===== config.mk =====
export PLATFORM = sky130hd
export DESIGN_NAME = lcd_disp_ctrl
export DESIGN_NICKNAME = d
export VERILOG_FILES = /design/src/rtl/lcd_disp_ctrl.sv
export SDC_FILE = /design/constraint.sdc
export NUM_CORES = 1
export LEC_CHECK = 0
export ABC_AREA = 1
export BUFFER_PORTS_ARGS = -buffer_cell sky130_fd_sc_hd__buf_2
export CELL_PAD_IN_SITES_DETAIL_PLACEMENT = 0
export CELL_PAD_IN_SITES_GLOBAL_PLACEMENT = 1
export CORE_ASPECT_RATIO = 1.5
export CORE_UTILIZATION = 39
export CTS_CLUSTER_SIZE = 16
export DETAILED_ROUTE_END_ITERATION = 7
export MAX_ROUTING_LAYER = met4
export PLACE_DENSITY_LB_ADDON = 0.05
export SLEW_MARGIN = 20
export SYNTH_ARGS = -nofsm -noshare
export SYNTH_HDL_FRONTEND = slang
export SYNTH_SLANG_ARGS = --single-unit

===== constraint.sdc =====
create_clock -name lcd_pclk -period 2.3 [get_ports lcd_pclk]
set_input_delay 0.345 -clock lcd_pclk [delete_from_list [all_inputs] [get_ports lcd_pclk]]
set_output_delay 0.345 -clock lcd_pclk [all_outputs]
set_load 0.03 [all_outputs]

===== src/rtl/lcd_disp_ctrl.sv =====
// rtl/lcd_disp_ctrl.sv - frame-synchronous display-state controller for the LCD datapath
// Optional feature macro: DISP_MSG_TIMEOUT_EN (auto-clear of money_flag after MSG_FRAMES frames)
module lcd_disp_ctrl #(
   parameter int GOODS_NUM    = 10,
   parameter int MONEY_MAX    = 99,
   parameter int MSG_FRAMES   = 120,
   parameter int BLINK_FRAMES = 30
) (
   input  logic        lcd_pclk,
   input  logic        rstn,
   input  logic [10:0] pixel_xpos,
   input  logic [10:0] pixel_ypos,
   input  logic        upd_valid,
   output logic        upd_ready,
   input  logic [3:0]  upd_goods,
   input  logic [6:0]  upd_money,
   input  logic [1:0]  upd_msg,
   output logic [3:0]  goods_index,
   output logic [6:0]  money,
   output logic [1:0]  money_flag,
   output logic        point_flag
);

   localparam int BLINK_W = (BLINK_FRAMES > 1) ? $clog2(BLINK_FRAMES) : 1;
   localparam logic [BLINK_W-1:0] BLINK_LAST = BLINK_W'(BLINK_FRAMES - 1);

   // Both frame counts must be at least one frame long
   if (MSG_FRAMES < 1) begin : g_bad_msg_frames
      $error("MSG_FRAMES must be at least 1");
   end
   if (BLINK_FRAMES < 1) begin : g_bad_blink_frames
      $error("BLINK_FRAMES must be at least 1");
   end

   typedef enum logic [1:0] {
      IDLE = 2'd0,
      PEND = 2'd1,
      HOLD = 2'd2
   } state_t;

   state_t               state;
   state_t               state_n;
   logic                 org;
   logic                 org_d;
   logic                 tick;
   logic                 xfer;
   logic                 commit;
   logic [3:0]           sh_goods;
   logic [6:0]           sh_money;
   logic [1:0]           sh_msg;
   logic [BLINK_W-1:0]   blink_cnt;

`ifdef DISP_MSG_TIMEOUT_EN
   localparam int MSG_W = (MSG_FRAMES > 1) ? $clog2(MSG_FRAMES) : 1;
   localparam logic [MSG_W-1:0] MSG_LAST = MSG_W'(MSG_FRAMES - 1);

   logic [MSG_W-1:0]     msg_cnt;
   logic                 msg_cnt_clr;
   logic                 msg_cnt_inc;
   logic                 msg_clr;
`endif

   // Frame origin seen this cycle; only its rising edge is a frame tick
   assign org  = (pixel_xpos == 11'd0) && (pixel_ypos == 11'd0);
   assign tick = org & ~org_d;
   assign xfer = upd_valid & upd_ready;

   // Delayed origin flag so a lingering (0,0) gives a single tick
   always_ff @(posedge lcd_pclk or negedge rstn) begin
      if (!rstn) org_d <= 1'b0;
      else       org_d <= org;
   end

   // State register and registered ready (low only while an update is pending)
   always_ff @(posedge lcd_pclk or negedge rstn) begin
      if (!rstn) begin
         state     <= IDLE;
         upd_ready <= 1'b1;
      end else begin
         state     <= state_n;
         upd_ready <= (state_n != PEND);
      end
   end

   // Next-state and commit/timeout strobes; a transfer always beats a tick
   always_comb begin
      state_n = state;
      commit  = 1'b0;
`ifdef DISP_MSG_TIMEOUT_EN
      msg_cnt_clr = 1'b0;
      msg_cnt_inc = 1'b0;
      msg_clr     = 1'b0;
`endif
      case (state)
         IDLE: begin
            if (xfer) state_n = PEND;
         end
         PEND: begin
            if (tick) begin
               commit = 1'b1;
`ifdef DISP_MSG_TIMEOUT_EN
               if (sh_msg != 2'd0) begin
                  state_n     = HOLD;
                  msg_cnt_clr = 1'b1;
               end else begin
                  state_n = IDLE;
               end
`else
               state_n = IDLE;
`endif
            end
         end
`ifdef DISP_MSG_TIMEOUT_EN
         HOLD: begin
            if (xfer) begin
               state_n = PEND;
            end else if (tick) begin
               if (msg_cnt == MSG_LAST) begin
                  msg_clr = 1'b1;
                  state_n = IDLE;
               end else begin
                  msg_cnt_inc = 1'b1;
               end
            end
         end
`endif
         default: state_n = IDLE;
      endcase
   end

   // Shadow capture with goods index and money clamped to displayable range
   always_ff @(posedge lcd_pclk or negedge rstn) begin
      if (!rstn) begin
         sh_goods <= '0;
         sh_money <= '0;
         sh_msg   <= '0;
      end else if (xfer) begin
         sh_goods <= ({1'b0, upd_goods} >= 5'(GOODS_NUM)) ? 4'd0 : upd_goods;
         sh_money <= (upd_money > 7'(MONEY_MAX)) ? 7'(MONEY_MAX) : upd_money;
         sh_msg   <= upd_msg;
      end
   end

`ifdef DISP_MSG_TIMEOUT_EN
   // Frames spent holding a message; stops at its terminal value
   always_ff @(posedge lcd_pclk or negedge rstn) begin
      if (!rstn)            msg_cnt <= '0;
      else if (msg_cnt_clr) msg_cnt <= '0;
      else if (msg_cnt_inc) msg_cnt <= msg_cnt + 1'b1;
   end
`endif

   // Display-facing registers: every change lands on a frame tick edge
   always_ff @(posedge lcd_pclk or negedge rstn) begin
      if (!rstn) begin
         goods_index <= '0;
         money       <= '0;
         money_flag  <= '0;
         point_flag  <= 1'b0;
         blink_cnt   <= '0;
      end else if (commit) begin
         goods_index <= sh_goods;
         money       <= sh_money;
         money_flag  <= sh_msg;
         point_flag  <= (sh_goods != 4'd0);
         blink_cnt   <= '0;
      end else if (tick) begin
`ifdef DISP_MSG_TIMEOUT_EN
         if (msg_clr) money_flag <= '0;
`endif
         if (goods_index == 4'd0) begin
            point_flag <= 1'b0;
            blink_cnt  <= '0;
         end else if (blink_cnt == BLINK_LAST) begin
            point_flag <= ~point_flag;
            blink_cnt  <= '0;
         end else begin
            blink_cnt  <= blink_cnt + 1'b1;
         end
      end
   end

endmodule


# ---- After elaboration in Yosys (flattened, before gate mapping)
# Index checks and enable logic that the tools add are counted.
dict set report totals {
  in_bits 38
  regBits 36
  word_cells 45
  out_inout_bits 15
}
dict set report op_classes {
  order_cmp 2
  n_addsub 1
  muxes 15
  n_reduce_logical 9
  bitwise_logic 4
  n_eq_ne 3
}
# op n
set ops {}
lappend ops {{11-bit zero test} 2}
lappend ops {{5-bit two-way mux} 4}
lappend ops {{7-bit > comparator, second input constant} 1}
lappend ops {{7-bit two-way mux} 1}
lappend ops {{1-bit two-way mux} 6}
lappend ops {{5-bit by 1-bit adder with 5-bit output, second input constant} 1}
lappend ops {{5-bit == test, second input constant} 1}
lappend ops {{4-bit greater-or-equal comparator, second input constant} 1}
lappend ops {{4-bit zero test} 1}
lappend ops {{2-bit two-way mux} 2}
lappend ops {{4-bit two-way mux} 1}
lappend ops {{2-bit one-hot mux with 2 select lines} 1}
lappend ops {{4-bit nonzero test} 1}
lappend ops {{3-bit nonzero test} 1}
lappend ops {{1-bit AND} 2}
lappend ops {{2-bit by 1-bit == test with 1-bit output, second input constant} 1}
lappend ops {{2-bit zero test} 1}
lappend ops {{2-bit by 1-bit != test with 1-bit output, second input constant} 1}
lappend ops {{1-bit NOT} 2}
lappend ops {{2-bit AND reduction} 1}
lappend ops {{2-bit nonzero test} 1}
lappend ops {{1-bit logical AND} 1}

# ---- Longest topological paths before layout
# Gate-level depths: netlist of the first run.
dict set report depth {
  word_depth 7
  depth_mapped 10
  mapped_depth_nobuf 10
}

# ---- Worst setup path before layout of the first run
# OpenSTA, ideal clock, no wires.
dict set report synth_timing {
  path_type {input port to flip-flop}
  start {in pixel_xpos[1]}
  end {reg money[2]}
  path_buffers 1
  arrival_ns 1.304
  required_ns 2.181
  path_slack_ns 0.877
  stages 8
  path_cell_list {or2_1 -> nor2_2 -> nand2_2 -> nor2_4 -> nand3_4 -> buf_6 -> nand2_1 -> o21ai_2}
}
dict set report synth_via {
  elab_chain_len 5
}
# element line
set synth_lines {}
lappend synth_lines {{start: declaration} 11} ;# input logic [10:0] pixel_xpos,
lappend synth_lines {{11-bit zero test} 64} ;# assign org = (pixel_xpos == 11'd0) && (pixel_ypos == 11'd0);
lappend synth_lines {{1-bit logical AND} 64}
lappend synth_lines {{net org} 43} ;# logic org;
lappend synth_lines {{1-bit AND} 65} ;# assign tick = org & ~org_d;
lappend synth_lines {{1-bit two-way mux} 99} ;# if (tick) begin
lappend synth_lines {{1-bit two-way mux} 94} ;# case (state)
lappend synth_lines {{end signal: assignment} 163} ;# money <= sh_money;
lappend synth_lines {{end: declaration} 19} ;# output logic [6:0] money,
# The timed path passes the listed nets, and every way through them passes these cells.
# A chain may end at the register's enable or synchronous reset.

# ---- Worst setup path in the final report of the first run
dict set report layout_timing {
  start {reg upd_ready}
  end {reg sh_money[2]}
}
dict set report layout_via {
  elab_chain_len 1
}
# element line
set layout_lines {}
lappend layout_lines {{start: declaration} 14} ;# output logic upd_ready,
lappend layout_lines {{start signal: assignment} 81} ;# upd_ready <= (state_n != PEND);
lappend layout_lines {{1-bit AND} 66} ;# assign xfer = upd_valid & upd_ready;
lappend layout_lines {{end signal: assignment} 139} ;# sh_money <= (upd_money > 7'(MONEY_MAX)) ? 7'(MONEY_MAX) : upd_money;
lappend layout_lines {{end: declaration} 49} ;# logic [6:0] sh_money;
# No other way between the ends.

==> results of run 1 <==
## layer usage
layer,global-route usage (%),part of all wire (%),up-vias
met2,32.5,54,31
met1,17.7,40,692
met4,7.32,1.8,0
li1,-,-,736
met5,-,0,-
met3,3.89,4.2,5
## layout make-up
class / instances / area [um2]
clock buffers: 8 / 100
fillers: 431 / 2120
inverters: 24 / 90.1
multi-input cells: 130 / 672
flip-flops and latches: 36 / 902
well taps: 46 / 57.6
repair buffers: 53 / 268
## kinds of logic (layout without fill, tap and decap cells)
group / Yosys count / count (layout) / share of synthesized area [%]
simple gates: 94 / 94 / 24.8
flops: 36 / 36 / 53.2
compound gates: 31 / 31 / 12.1
buf+inv: 28 / 85 / 7.09
fa+ha+maj: 2 / 2 / 1.48
xor+xnor: 2 / 2 / 1.03
other cells: 1 / 1 / 0.221
## through the flow
| step | std cells | power [mW] | hold slack [ns] | utilization [%] | worst slack, ns |
|---|---|---|---|---|---|
| 3_3_place_gp | 289 | 0.814 | 0.456 | 47.3 | 0.547 |
| 2_1_floorplan | 194 | 0.754 | 0.0494 | - | 0.877 |
| 6_report | 297 | 1.29 | 0.143 | 49.6 | 0.824 |
| 5_1_grt | 297 | 1.35 | 0.209 | 49.6 | 0.654 |
| 3_5_place_dp | 289 | 0.818 | 0.457 | 47.3 | 0.511 |
| 4_1_cts | 297 | 1.31 | 0.168 | 49.6 | 0.798 |
## state kept, by name, summed over array words and instances, names as in the netlist, 2 cells and up
signal / count
blink_cnt: 5
goods_index: 4
money: 7
sh_msg: 2
sh_money: 7
money_flag: 2
sh_goods: 4
state: 2
## layout by cell type (no fill, tap or decap), drive strengths merged
| cell type | instances |
|---|---|
| nand3 | 20 |
| nand4 | 2 |
| xor2 | 2 |
| nand2 | 43 |
| ha | 2 |
| or2 | 1 |
| nor4 | 1 |
| inv | 24 |
| o21ai | 25 |
| nor3 | 2 |
| nor2 | 25 |
| conb | 1 |
| a21oi | 3 |
| dfrtp | 35 |
| o311ai | 1 |
| buf | 53 |
| dfstp | 1 |
| o31ai | 2 |
| clkbuf | 8 |
## cell usage after synthesis, types with 2 or more instances
cell	number
a21oi_1	3
nand4_1	2
nand3_1	19
clkbuf_1	2
dfrtp_1	35
o21ai_2	11
xor2_1	2
o21ai_0	14
o31ai_1	2
buf_6	2
ha_1	2
nor3_1	2
nand2_2	2
nor2_1	22
nand2_1	41
nor2_2	2
inv_1	24
## worst max-delay path: stages, from the launching register on
cell	delay (ns)
dfstp_2	0.54
nand2_1	0.12
inv_1	0.48
nand3_1	0.15
o21ai_0	0.10
## power breakdown
group | total [mW] | leakage [nW] | switching [mW] | internal (mW)
sequential | 0.680 | 0.464 | 0.0114 | 0.668
clock | 0.487 | 0.0515 | 0.214 | 0.273
combinational | 0.124 | 0.579 | 0.0777 | 0.0461
total | 1.29 | 1.09 | 0.303 | 0.988
## worst min-delay path by stage
stage / startpoint / to / slack (ns)
floorplan: rstn / blink_cnt[0]$_DFFE_PN0P_ / 0.05
global placement: money_flag[0]$_DFFE_PN0N_ / money_flag[0]$_DFFE_PN0N_ / 0.46
detailed placement: money[0]$_DFFE_PN0N_ / money[0]$_DFFE_PN0N_ / 0.46
CTS: rstn / sh_goods[2]$_DFFE_PN0P_ / 0.17
global route: rstn / sh_goods[1]$_DFFE_PN0P_ / 0.21
finish: rstn / sh_goods[1]$_DFFE_PN0P_ / 0.14
==> metrics, run 1 <==
Setup Viol. Count Final 0; final instance area 2090 um2; clk_skew 0.00971 ns; Cells after Synth 194; root buffer cell clkbuf_8; wire per inst 11.8 um; Core ar. 4210 um2; top cell type's share of synthesized area 51.7%; Fin. Hold Viols 0; R2R depth 4; Main synth FF type dfrtp_1; Seq/Total Area, Yosys 53.2%; number of H-tree levels 2; DRT Pass-1 Iters 4; WP data required 2.50 ns; register-to-register setup slack 0.82 ns; Top Ports 53; # diodes 0; Worst Path Max Fanout 23; largest area contributor in the netlist dfrtp_1; DRT antenna net count 0; Fin Setup TNS 0 ns; Bufs on Longest Clock Path 2; Yosys cell types 24; CTS tree yes; Die H 82.7 um; net count after synthesis 234; Post-CTS Setup Inserts 0; first-pass GRT wire length 6030 um; RSZ-0062 raised after global routing no; Via Count 1464; vias in the first global route 1409; Netlist Area Pre-Place 1690 um2; Hold Crit Class in2async; Slew @ Worst Pin 0.808 ns; top post-synthesis cells by area dfrtp_1 52%, nand2_1 9.1%, o21ai_2 5.7%, nand3_1 5.6%, inv_1 5.3%; Worst VDD drop 0.534 mV; Rel. slew slack 46.1%; max-slew violation count 0; Startpoint Class register; EDFF count, synth 0; Total Wirelength 3510 um; layout net count 290; Tcrit/Tclk final 64.2%; Initial Utilization 40.2%; drt initial violations 43; Yosys warnings 0; gr usage total 17.4%; worst path arrival time 1.67 ns; Crit Reg-Reg Startpoint upd_ready$_DFF_PN1_; DRC viols 0; fmax 677 MHz; antenna violations before repair 0; flops & latches, synth 36; Critical Path Sink Type register; largest net degree at the start of global routing 37; Critical Setup Path Class reg2reg; layout cell share with drive strength beyond 1 31.1%; DP Area 1990 um2; Synth async-reset ratio 100%; LEAKAGE 1.09 nW; Final min period 1.48 ns; Die Area 4620 um2; CP Launch Point upd_ready$_DFF_PN1_; clk_lat worst skew 0.29 ns; Post-CTS Hold Fix Bufs 0; # port buffers 52; Reg clk slew, reported paths 0.07 ns; Worst Setup EP sh_money[2]$_DFFE_PN0P_; die width 55.8 um; RD Place Congestion 0.707; Power Density 618 nW/um2; maxcap violations 0; Avg Cell Area, Syn 8.73 um2; Detailed Place HPWL 2630 um; total grt overflow 0; worst r2r dst sh_money[2]$_DFFE_PN0P_; Sink Count 36; CTS buffer count 5; number of placement rows 29; Vias/cell 4.93; post-cts sizing count 0; status completed; area grow syn2layout 23.3%
Power figures use the tool's default switching activity.
==> run 2, diff against run 1 <==
Settings changed: CORE_UTILIZATION 39 to 37.
Clock period 2.3 ns to 1.5 ns, I/O delays scaled along.
==> metrics, run 2 (synthesized netlist as in run 1, its figures left out) <==
vias in the first global route 1456 (+3.3%); maxcap violations 0 (unchanged); commonest non-fill, non-tap cell in the layout buf_2; Total Wirelength 3640 um (+4.0%); top routing layer used met4; Seq pwr share 53.3% (+0.6 points); WL met3 150 um (+2.0%); PnR Total Power 1.95 mW (+51%); DRT Pass-1 Iters 7 (+3); largest net degree at the start of global routing 37 (unchanged); Worst VDD drop 0.836 mV (+56%); CTS tree yes; Detailed Place HPWL 2710 um (+3.1%); RD Place Congestion 0.704 (-0.37%); Internal 1.48 mW (+50%); RSZ-0062 raised after global routing no; post-layout util 51.0% (+1.3 points); Top Ports 53 (unchanged); hold slack 0.140 ns (-0.00304 ns); failing checks design-rule violations; Initial Utilization 39.2% (-1.0 points); Final min period 1.39 ns (-0.0879 ns); clk_skew 0.00470 ns (-0.00502 ns); Via Count 1460 (-0.27%); # port buffers 52 (unchanged); # diodes 0 (unchanged); Bufs on Longest Clock Path 2 (unchanged); max-slew violation count 0 (unchanged); number of placement rows 29 (unchanged); Die Area 4860 um2 (+5.2%); Fin. Hold Viols 0 (unchanged); status complete, but fails checks; Worst Path Max Fanout 6 (-74%); Largest regs money x7, sh_money x7, blink_cnt x5; antenna violations before repair 0 (unchanged); LEAKAGE 1.15 nW (+5.5%); fmax 720 MHz (+6.3%); first-pass GRT wire length 6240 um (+3.4%); Met2 Wirelength 1790 um (-5.1%); Power Density 888 nW/um2 (+44%); layout net count 301 (+3.8%); Inst Count DP 299 (+3.5%); layout cell share with drive strength beyond 1 34.0% (+2.9 points); Hold Crit Class in2reg; Core ar. 4320 um2 (+2.6%); Reg clk slew, reported paths 0.07 ns (about the same); Critical Setup Path Class reg2reg; WP data required 1.68 ns (-0.82 ns); Fin Setup TNS 0 ns (unchanged); CTS buffer count 5 (unchanged); clk_lat worst skew 0.29 ns (about the same); fill count 437 (+1.4%); gr usage total 17.4% (-0.023 points); Die H 84.9 um (+2.6%); number of H-tree levels 2 (unchanged); Tcrit/Tclk final 92.6% (+28 points); Setup Viol. Count Final 0 (unchanged); register-to-register setup slack 0.11 ns (-0.71 ns); Finished Layout Cells 308 (+3.7%); switching pwr 470 uW (+55%); sw frac 24.1% (+0.60 points); part of the power in the clock network 36.1% (-1.6 points); area grow syn2layout 29.9%; Startpoint Class register; Vias/cell 4.74 (-3.8%); wire per inst 11.8 um (+0.25%); die width 57.3 um (+2.6%); Sink Count 36 (unchanged); DRT antenna net count 0 (unchanged); Logic pwr share 10.6% (+1.0 points); total grt overflow 0 (unchanged); drt initial violations 35 (-19%); Critical Path Sink Type register; root buffer cell clkbuf_8; most frequent cells in the layout 52 x buf_2, 41 x nand2_1, 35 x dfrtp_1, 24 x inv_1, 22 x nor2_1; DRC viols 9 (+9); Post-CTS Setup Inserts 0 (unchanged); worst path arrival time 1.57 ns (-0.10 ns); WL met1 1610 um (+14%)
==> run 2: repair_timing <==
item,in CTS,in global routing
hold endpoints to repair,35,0
resized for setup,0,2
endpoints found under the setup margin,0,2
hold buffers,1,0
==> run 2: final cells by class <==
| class | count | area (um2) | area share (%) |
|---|---|---|---|
| well taps | 46 | 57.6 | 2.62 |
| clock buffers | 8 | 90.1 | 4.09 |
| flip-flops and latches | 36 | 902 | 41.0 |
| multi-input cells | 130 | 683 | 31.0 |
| repair buffers | 64 | 378 | 17.2 |
| inverters | 24 | 90.1 | 4.09 |
==> run 2: worst paths after layout <==
path / from / cells past startpoint / endpoint
setup / recovery: blink_cnt[1]$_DFFE_PN0P_ / 9 / point_flag$_DFFE_PN0P_
hold / removal: upd_msg[0] / 3 / sh_msg[0]$_DFFE_PN0P_
setup reg to reg: blink_cnt[1]$_DFFE_PN0P_ / 9 / point_flag$_DFFE_PN0P_
max in group asynchronous: rstn / 3 / upd_ready$_DFF_PN1_
hold reg to reg: money_flag[1]$_DFFE_PN0N_ / 2 / money_flag[1]$_DFFE_PN0N_
min in group asynchronous: rstn / 3 / goods_index[1]$_DFFE_PN0N_
==> run 2: power groups by stage <==
stage / Clock, mW / Sequential (mW) / Combinational, mW
floorplan: 0 / 1.06 / 0.0950
global placement: 0 / 1.06 / 0.208
detailed placement: 0 / 1.06 / 0.210
CTS: 0.732 / 1.04 / 0.213
global route: 0.763 / 1.05 / 0.238
finish: 0.706 / 1.04 / 0.207
==> run 2: metal layers <==
| layer | vias up | global-route usage (%) |
|---|---|---|
| met3 | 9 | 3.35 |
| met2 | 39 | 29.9 |
| li1 | 757 | - |
| met4 | 0 | 8.87 |
| met5 | - | - |
| met1 | 655 | 18.7 |
==> run 2: critical path: stages, from the launching register on <==
cell	delay (ns)
dfrtp_1	0.38
inv_1	0.07
ha_1	0.18
nand2_1	0.06
nor2_1	0.04
buf_4	0.15
o31ai_2	0.25
inv_1	0.06
nand2_1	0.06
nand2_1	0.04
==> run 2: stage by stage <==
step                      worst slack [ns]  instance area (um2)
after global routing                0.0171                 2200
after detailed placement            0.0140                 2090
after CTS                           0.0565                 2190
final                                0.111                 2200
after floorplan                      0.140                 1690
after global placement              0.0384                 2090
